$ cat config.mk
export PLATFORM = sky130hd
export DESIGN_NAME = uart_rx
export DESIGN_NICKNAME = d
export VERILOG_FILES = /design/src/rtl/uart_rx.sv
export SDC_FILE = /design/constraint.sdc
export NUM_CORES = 1
export LEC_CHECK = 0
export ABC_AREA = 1
export BUFFER_PORTS_ARGS = -buffer_cell sky130_fd_sc_hd__buf_2
export CORE_MARGIN = 2
export CORE_UTILIZATION = 30
export DETAILED_ROUTE_END_ITERATION = 8
export PLACE_DENSITY = 0.42
export SYNTH_ARGS = -nofsm -noshare
export SYNTH_HDL_FRONTEND = slang
export SYNTH_SLANG_ARGS = --single-unit
$ cat constraint.sdc
create_clock -name clk_50m -period 2.2 [get_ports clk_50m]
set_input_delay 0.22 -clock clk_50m [delete_from_list [all_inputs] [get_ports clk_50m]]
set_output_delay 0.22 -clock clk_50m [all_outputs]
set_load 0.05 [all_outputs]
$ cat src/rtl/uart_rx.sv
// 8N1 UART receiver: 2-flop input synchronizer, oversampling tick generator,
// mid-bit sampling FSM and a single-entry output holding register with
// acknowledge, framing-error and overrun-error reporting.
module uart_rx #(
    parameter int CLK_FREQ   = 50000000,
    parameter int BAUD       = 115200,
    parameter int OVERSAMPLE = 16
) (
    input  logic       clk_50m,
    input  logic       reset_n,
    input  logic       Rx,
    input  logic       data_ack,
    output logic [7:0] data_out,
    output logic       data_valid,
    output logic       rx_busy,
    output logic       framing_err,
    output logic       overrun_err
);

    localparam int DIV = CLK_FREQ / (BAUD * OVERSAMPLE);
    localparam int TW  = (DIV > 1) ? $clog2(DIV) : 1;
    localparam int OW  = (OVERSAMPLE > 1) ? $clog2(OVERSAMPLE) : 1;
    localparam logic [TW-1:0] TICK_LAST = TW'(DIV - 1);
    localparam logic [OW-1:0] OS_LAST   = OW'(OVERSAMPLE - 1);
    localparam logic [OW-1:0] OS_HALF   = OW'(OVERSAMPLE / 2 - 1);

    typedef enum logic [2:0] {IDLE, START, DATA, STOP, WAIT_HIGH} state_t;

    state_t          state, state_nxt;
    logic            rx_meta, rx_sync;
    logic [TW-1:0]   tick_cnt;
    logic            tick;
    logic [OW-1:0]   os_cnt;
    logic            os_wrap;
    logic [2:0]      bit_cnt;
    logic [7:0]      shift_reg;
    logic            start_det, sample_bit, accept, frame_bad;

    assign tick    = (tick_cnt == TICK_LAST);
    // START decides at the half-bit point; DATA/STOP sample one full bit later
    assign os_wrap = tick && (os_cnt == ((state == START) ? OS_HALF : OS_LAST));
    assign rx_busy = (state != IDLE);

    // Two-flop synchronizer; idles at 1 so reset looks like an idle line
    always_ff @(posedge clk_50m or negedge reset_n) begin
        if (!reset_n) begin
            rx_meta <= 1'b1;
            rx_sync <= 1'b1;
        end else begin
            rx_meta <= Rx;
            rx_sync <= rx_meta;
        end
    end

    // Tick generator: free-runs, realigned to the detected start edge
    always_ff @(posedge clk_50m or negedge reset_n) begin
        if (!reset_n)
            tick_cnt <= '0;
        else if (start_det || tick)
            tick_cnt <= '0;
        else
            tick_cnt <= tick_cnt + 1'b1;
    end

    // State register
    always_ff @(posedge clk_50m or negedge reset_n) begin
        if (!reset_n)
            state <= IDLE;
        else
            state <= state_nxt;
    end

    // Next-state and per-cycle strobes
    always_comb begin
        state_nxt  = state;
        start_det  = 1'b0;
        sample_bit = 1'b0;
        accept     = 1'b0;
        frame_bad  = 1'b0;
        case (state)
            IDLE: begin
                if (!rx_sync) begin
                    start_det = 1'b1;
                    state_nxt = START;
                end
            end
            START: begin
                // a start bit that is high again at mid-bit was a glitch
                if (os_wrap)
                    state_nxt = rx_sync ? IDLE : DATA;
            end
            DATA: begin
                if (os_wrap) begin
                    sample_bit = 1'b1;
                    if (bit_cnt == 3'd7)
                        state_nxt = STOP;
                end
            end
            STOP: begin
                if (os_wrap) begin
                    if (rx_sync) begin
                        accept    = 1'b1;
                        state_nxt = IDLE;
                    end else begin
                        frame_bad = 1'b1;
                        state_nxt = WAIT_HIGH;
                    end
                end
            end
            WAIT_HIGH: begin
                // stay here through a break until the line returns high
                if (rx_sync)
                    state_nxt = IDLE;
            end
            default: state_nxt = IDLE;
        endcase
    end

    // Oversample counter, bit counter and LSB-first shift register
    always_ff @(posedge clk_50m or negedge reset_n) begin
        if (!reset_n) begin
            os_cnt    <= '0;
            bit_cnt   <= '0;
            shift_reg <= '0;
        end else begin
            if (state == IDLE || state == WAIT_HIGH || os_wrap)
                os_cnt <= '0;
            else if (tick)
                os_cnt <= os_cnt + 1'b1;

            if (state != DATA)
                bit_cnt <= '0;
            else if (sample_bit)
                bit_cnt <= bit_cnt + 3'd1;

            if (sample_bit)
                shift_reg <= {rx_sync, shift_reg[7:1]};
        end
    end

    // Output holding register and error pulses
    always_ff @(posedge clk_50m or negedge reset_n) begin
        if (!reset_n) begin
            data_out    <= '0;
            data_valid  <= 1'b0;
            framing_err <= 1'b0;
            overrun_err <= 1'b0;
        end else begin
            framing_err <= frame_bad;
            overrun_err <= 1'b0;
            if (accept) begin
                // an ack in the same cycle frees the slot for the new byte
                if (!data_valid || data_ack) begin
                    data_out   <= shift_reg;
                    data_valid <= 1'b1;
                end else begin
                    overrun_err <= 1'b1;
                end
            end else if (data_ack) begin
                data_valid <= 1'b0;
            end
        end
    end

endmodule

# Word-level counts from Yosys, hierarchy flattened
# Cells that the tools add are included.
# op_classes
eq_ne	15
reduce_logical	14
n_addsub	3
mux	29
# op_table
op	count
3-bit two-way mux	9
3-bit case mux with 5 select lines	1
1-bit two-way mux	14
4-bit two-way mux	3
2-bit != test (second input constant)	6
3-bit by 2-bit equality test with 1-bit output (second input constant)	2
3-bit equality test (second input constant)	2
6-bit AND reduction	1
2-bit nonzero test	3
5-bit by 1-bit adder with 5-bit output (second input constant)	1
5-bit equality test (second input constant)	1
5-bit two-way mux	1
4-bit by 1-bit adder with 4-bit output (second input constant)	1
4-bit equality test	1
1-bit logical OR	4
2-bit AND reduction	2
3-bit by 1-bit adder with 3-bit output (second input constant)	1
3-bit by 1-bit equality test with 1-bit output (second input constant)	1
3-bit zero test	1
3-bit by 2-bit != test with 1-bit output (second input constant)	1
3-bit nonzero test	1
2-bit two-way mux	1
2-bit by 1-bit != test with 1-bit output (second input constant)	1
1-bit logical AND	1
1-bit zero test	1
# word_totals
in_bits	4
out_inout_bits	12
reg_bits	36

# Longest topological paths before layout
# depth
depth_word	8
ltp_mapped	11
mapped_depth_nobuf	11

# Least setup slack after synthesis
# No wires, ideal clock.
# synth_path
kind	flip-flop to flip-flop
from	register tick_cnt[0]
to	register shift_reg[7]
setup_time_ns	0.122
path_stages_with_launch	11
n_path_buf	1
arrival_time_ns	1.388
required_ns	2.078
setup_slack_ns	0.690
cell_sequence	dfrtp_1 inv_1 ha_1 nand2_1 nor2_4 nand3_2 nor2_4 buf_6 nand2_8 nand2_1 o21ai_2
# synth_between
elab_chain_cells	4
# synth_rtl
item	line	rtl
start, declared	31	logic [TW-1:0] tick_cnt;
start signal, assigned	62	tick_cnt <= tick_cnt + 1'b1;
5-bit equality test	39	assign tick = (tick_cnt == TICK_LAST);
1-bit logical AND	41	assign os_wrap = tick && (os_cnt == ((state == START) ? OS_HALF : OS_LAST));
1-bit two-way mux	93	if (os_wrap) begin
1-bit two-way mux	80	case (state)
end signal, assigned	137	shift_reg <= {rx_sync, shift_reg[7:1]};
end, declared	36	logic [7:0] shift_reg;
# Every way passes these cells.
# A chain may end at the register's enable or synchronous reset.

# Worst setup path in the final report
# layout_path
from	register tick_cnt[0]
to	register data_out[5]
# layout_between
elab_chain_cells	5
# layout_rtl
item	line	rtl
5-bit equality test	39	
1-bit logical AND	41	
1-bit two-way mux	100	if (os_wrap) begin
1-bit two-way mux	80	
2-bit AND reduction (no source line)	n/a	
end signal, assigned	154	data_out <= shift_reg;
end, declared	13	output logic [7:0] data_out,
# Every way passes these cells.

==> impl_metrics.env <==
export IMPL_num_rows=27
export IMPL_finalCritPeriodShare_pct=81.76
export IMPL_ys_top_cells_by_area="dfrtp_1 (51%), nand2_1 (12%), nand3_1 (4.2%)"
export IMPL_path_buf_inv=1
export IMPL_fmax_mhz=556.0
export IMPL_ir_drop_uv=273.6
export IMPL_cp_required_ns=2.37
export IMPL_netlist_area_sq_um=1668
export IMPL_fin_cells=274
export IMPL_cts_buffers=5
export IMPL_vias_per_cell=4.460
export IMPL_syn2layout_area_growth_pct=13.80
export IMPL_avgSynthCellArea_sq_um=9.215
export IMPL_max_slew_margin_rel_pct=47.07
export IMPL_path_cells="inv_1 > ha_1 > nand2_1 > nor2_4 > nand3_2 > nor2_4 > nand3_2 > nand2_1 > nand2_1"
export IMPL_end_kind="register"
export IMPL_synth_edf_count=0
export IMPL_worstMarginPinSlew_ns=0.7939
export IMPL_cp_top_family="simple AND/OR/NAND/NOR gates"
export IMPL_timing_max_cap_violations=0
export IMPL_synth_async_reset_ratio_pct=100.0
export IMPL_clockBufferDepth=2
export IMPL_critPathLaunchType="register"
export IMPL_route_vias_total=1222
export IMPL_final_hold_viol_count=0
export IMPL_final_max_slew_viol_count=0
export IMPL_crit_type="register to register"
export IMPL_drtAntennaViolNets=0
export IMPL_initial_utilization_pct=30.66
export IMPL_die_w_um=78.56
export IMPL_totalWireLength_mm=3.139
export IMPL_cp_slowest_stage_delay_ns=0.41
export IMPL_ys_ff_latch=36
export IMPL_n_antenna_cell=0
export IMPL_syn_nets=190
export IMPL_port_buffers=15
export IMPL_cp_data_arrival_time_ns=1.97
export IMPL_detail_route_wl_per_cell_um=11.46
export IMPL_yosysUniqueCellTypes=23
export IMPL_clk_pin_slew_ns=0.07
export IMPL_slowest_stage="dfrtp_1"
export IMPL_drive_above_1_share_pct=19.80
export IMPL_rsz0062_at_grt="false"
export IMPL_cts_tree="built"
export IMPL_grt_start_max_net_pins=37
export IMPL_fin_tns_setup_ns=0
export IMPL_seq_area_frac_synth_pct=54.16
export IMPL_place_ws_ns=0.3863
export IMPL_dp_cells=266
export IMPL_grt_pass1_wl_mm=5.761
export IMPL_gp_routability_congestion=0.8193
export IMPL_dieArea_sq_um=6172
export IMPL_clockRootBuffer="clkbuf_8"
export IMPL_hpwlAfterDp_mm=2.294
export IMPL_clk_latency_ns=0.28
export IMPL_grt_antenna_before_repair=0
export IMPL_fin_skew_ns=0.004997
export IMPL_power_leakage_nw=0.9573
export IMPL_hold_slack_ns=0.02442
export IMPL_coreArea_sq_um=5439
export IMPL_grt_overflow_total=0
export IMPL_die_y_um=78.56
export IMPL_timing_final_ws_setup_ns=0.4013
export IMPL_final_util_pct=34.90
export IMPL_crit_top_cell="nand2_1"
export IMPL_io_pins=16
export IMPL_grtUsageTotal_pct=11.96
export IMPL_hp_class="input port to async pin"
export IMPL_post_synth_top_count_cell="nand2_1"
export IMPL_yosysWarnings=0
export IMPL_post_route_drc_count=0
export IMPL_postCtsSetupRepairBufs=0
export IMPL_power_density_nw_per_um2=593.6
export IMPL_syn_inst=181
export IMPL_clock_sinks=36
export IMPL_outcome="complete, no violations"
export IMPL_path_max_fanout=11
export IMPL_synth_common_cells="nand2_1 (54), dfrtp_1 (34), inv_1 (15), nand3_1 (14), nor2_1 (13)"
export IMPL_synth_top_area_share_pct=51.01
export IMPL_layout_min_cycle_time_ns=1.799
export IMPL_firstDrtPassIters=4
export IMPL_drtIter0Drc=98
export IMPL_grt_pass1_vias=1215
export IMPL_holdBufCountCts=0
export IMPL_yosys_area_top_type="dfrtp_1"
export IMPL_htree_levels=2
export IMPL_setup_violations=0
export IMPL_ctsResizeCount=0
export IMPL_layout_nets=210
export IMPL_ys_flop_type="dfrtp_1"
-- metrics by stage --
stage                     total power, W  cell area [sq um]
after floorplan                0.0006817               1668
after global placement         0.0006983               1818
after detailed placement       0.0006990               1818
after CTS                       0.001150               1898
after global routing            0.001181               1898
final                           0.001127               1898
-- placed cells by master, fill, tap and decap left out --
master,Yosys,routed
xnor2_1,2,2
nand2_2,2,2
inv_1,15,15
nor2_4,4,4
a21oi_1,3,3
xor2_1,3,3
clkbuf_8,0,5
nand2_8,1,1
o21ai_0,1,1
o21ai_1,5,5
clkbuf_1,1,3
nand3_1,14,14
nand4_1,9,9
nor2_2,1,1
o21ai_2,5,5
buf_2,0,15
nor2_1,13,13
inv_2,3,3
nor3_1,1,1
dfstp_2,2,2
dfrtp_1,34,34
nand3_2,2,2
ha_1,5,5
nand2_1,54,54
-- metal layers --
layer / GRT usage [%] / up-vias / wire, um
met5: 0 / - / 0
met4: 4.737 / 0 / 43
met3: 3.448 / 5 / 134
met2: 16.75 / 26 / 1361
met1: 17.25 / 567 / 1600
li1: - / 624 / -
-- path summary, 6_finish.rpt --
path / endpoint / slack (ns) / startpoint / depth (start not counted)
max: data_out[5] / 0.40 / tick_cnt[0] / 9
min: bit_cnt[0] / 0.02 / reset_n / 1
max reg2reg: data_out[5] / 0.40 / tick_cnt[0] / 9
min reg2reg: rx_sync / 0.36 / rx_meta / 0
max in group asynchronous: shift_reg[7] / 1.68 / reset_n / 1
min in group clk_50m: rx_meta / 0.04 / Rx / 1
-- where the power goes --
part	internal (W)	switching, W	leakage (nW)	total [W]
sequential	0.000665	0.00000164	0.471	0.000667
clock	0.000225	0.000217	0.0395	0.000442
combinational	0.00000265	0.0000157	0.446	0.0000183
-- cell type report --
cell class	instances	area, sq um
inverter	18	67.56
tap	72	90.09
clock buffer	8	80.08
fill	567	3541
multi-input combinational	125	681.9
timing repair buffer	15	75.07
sequential	36	903.4
-- cells by family (layout without fill, tap and decap cells) --
| group | after synthesis | in the layout | synth area share [%] |
|---|---|---|---|
| simple gates | 101 | 101 | 29.18 |
| flops | 36 | 36 | 54.16 |
| buf+inv | 20 | 41 | 4.951 |
| compound gates | 14 | 14 | 5.325 |
| fa+ha+maj | 5 | 5 | 3.751 |
| xor+xnor | 5 | 5 | 2.626 |
(Power assumes the default switching activity.)
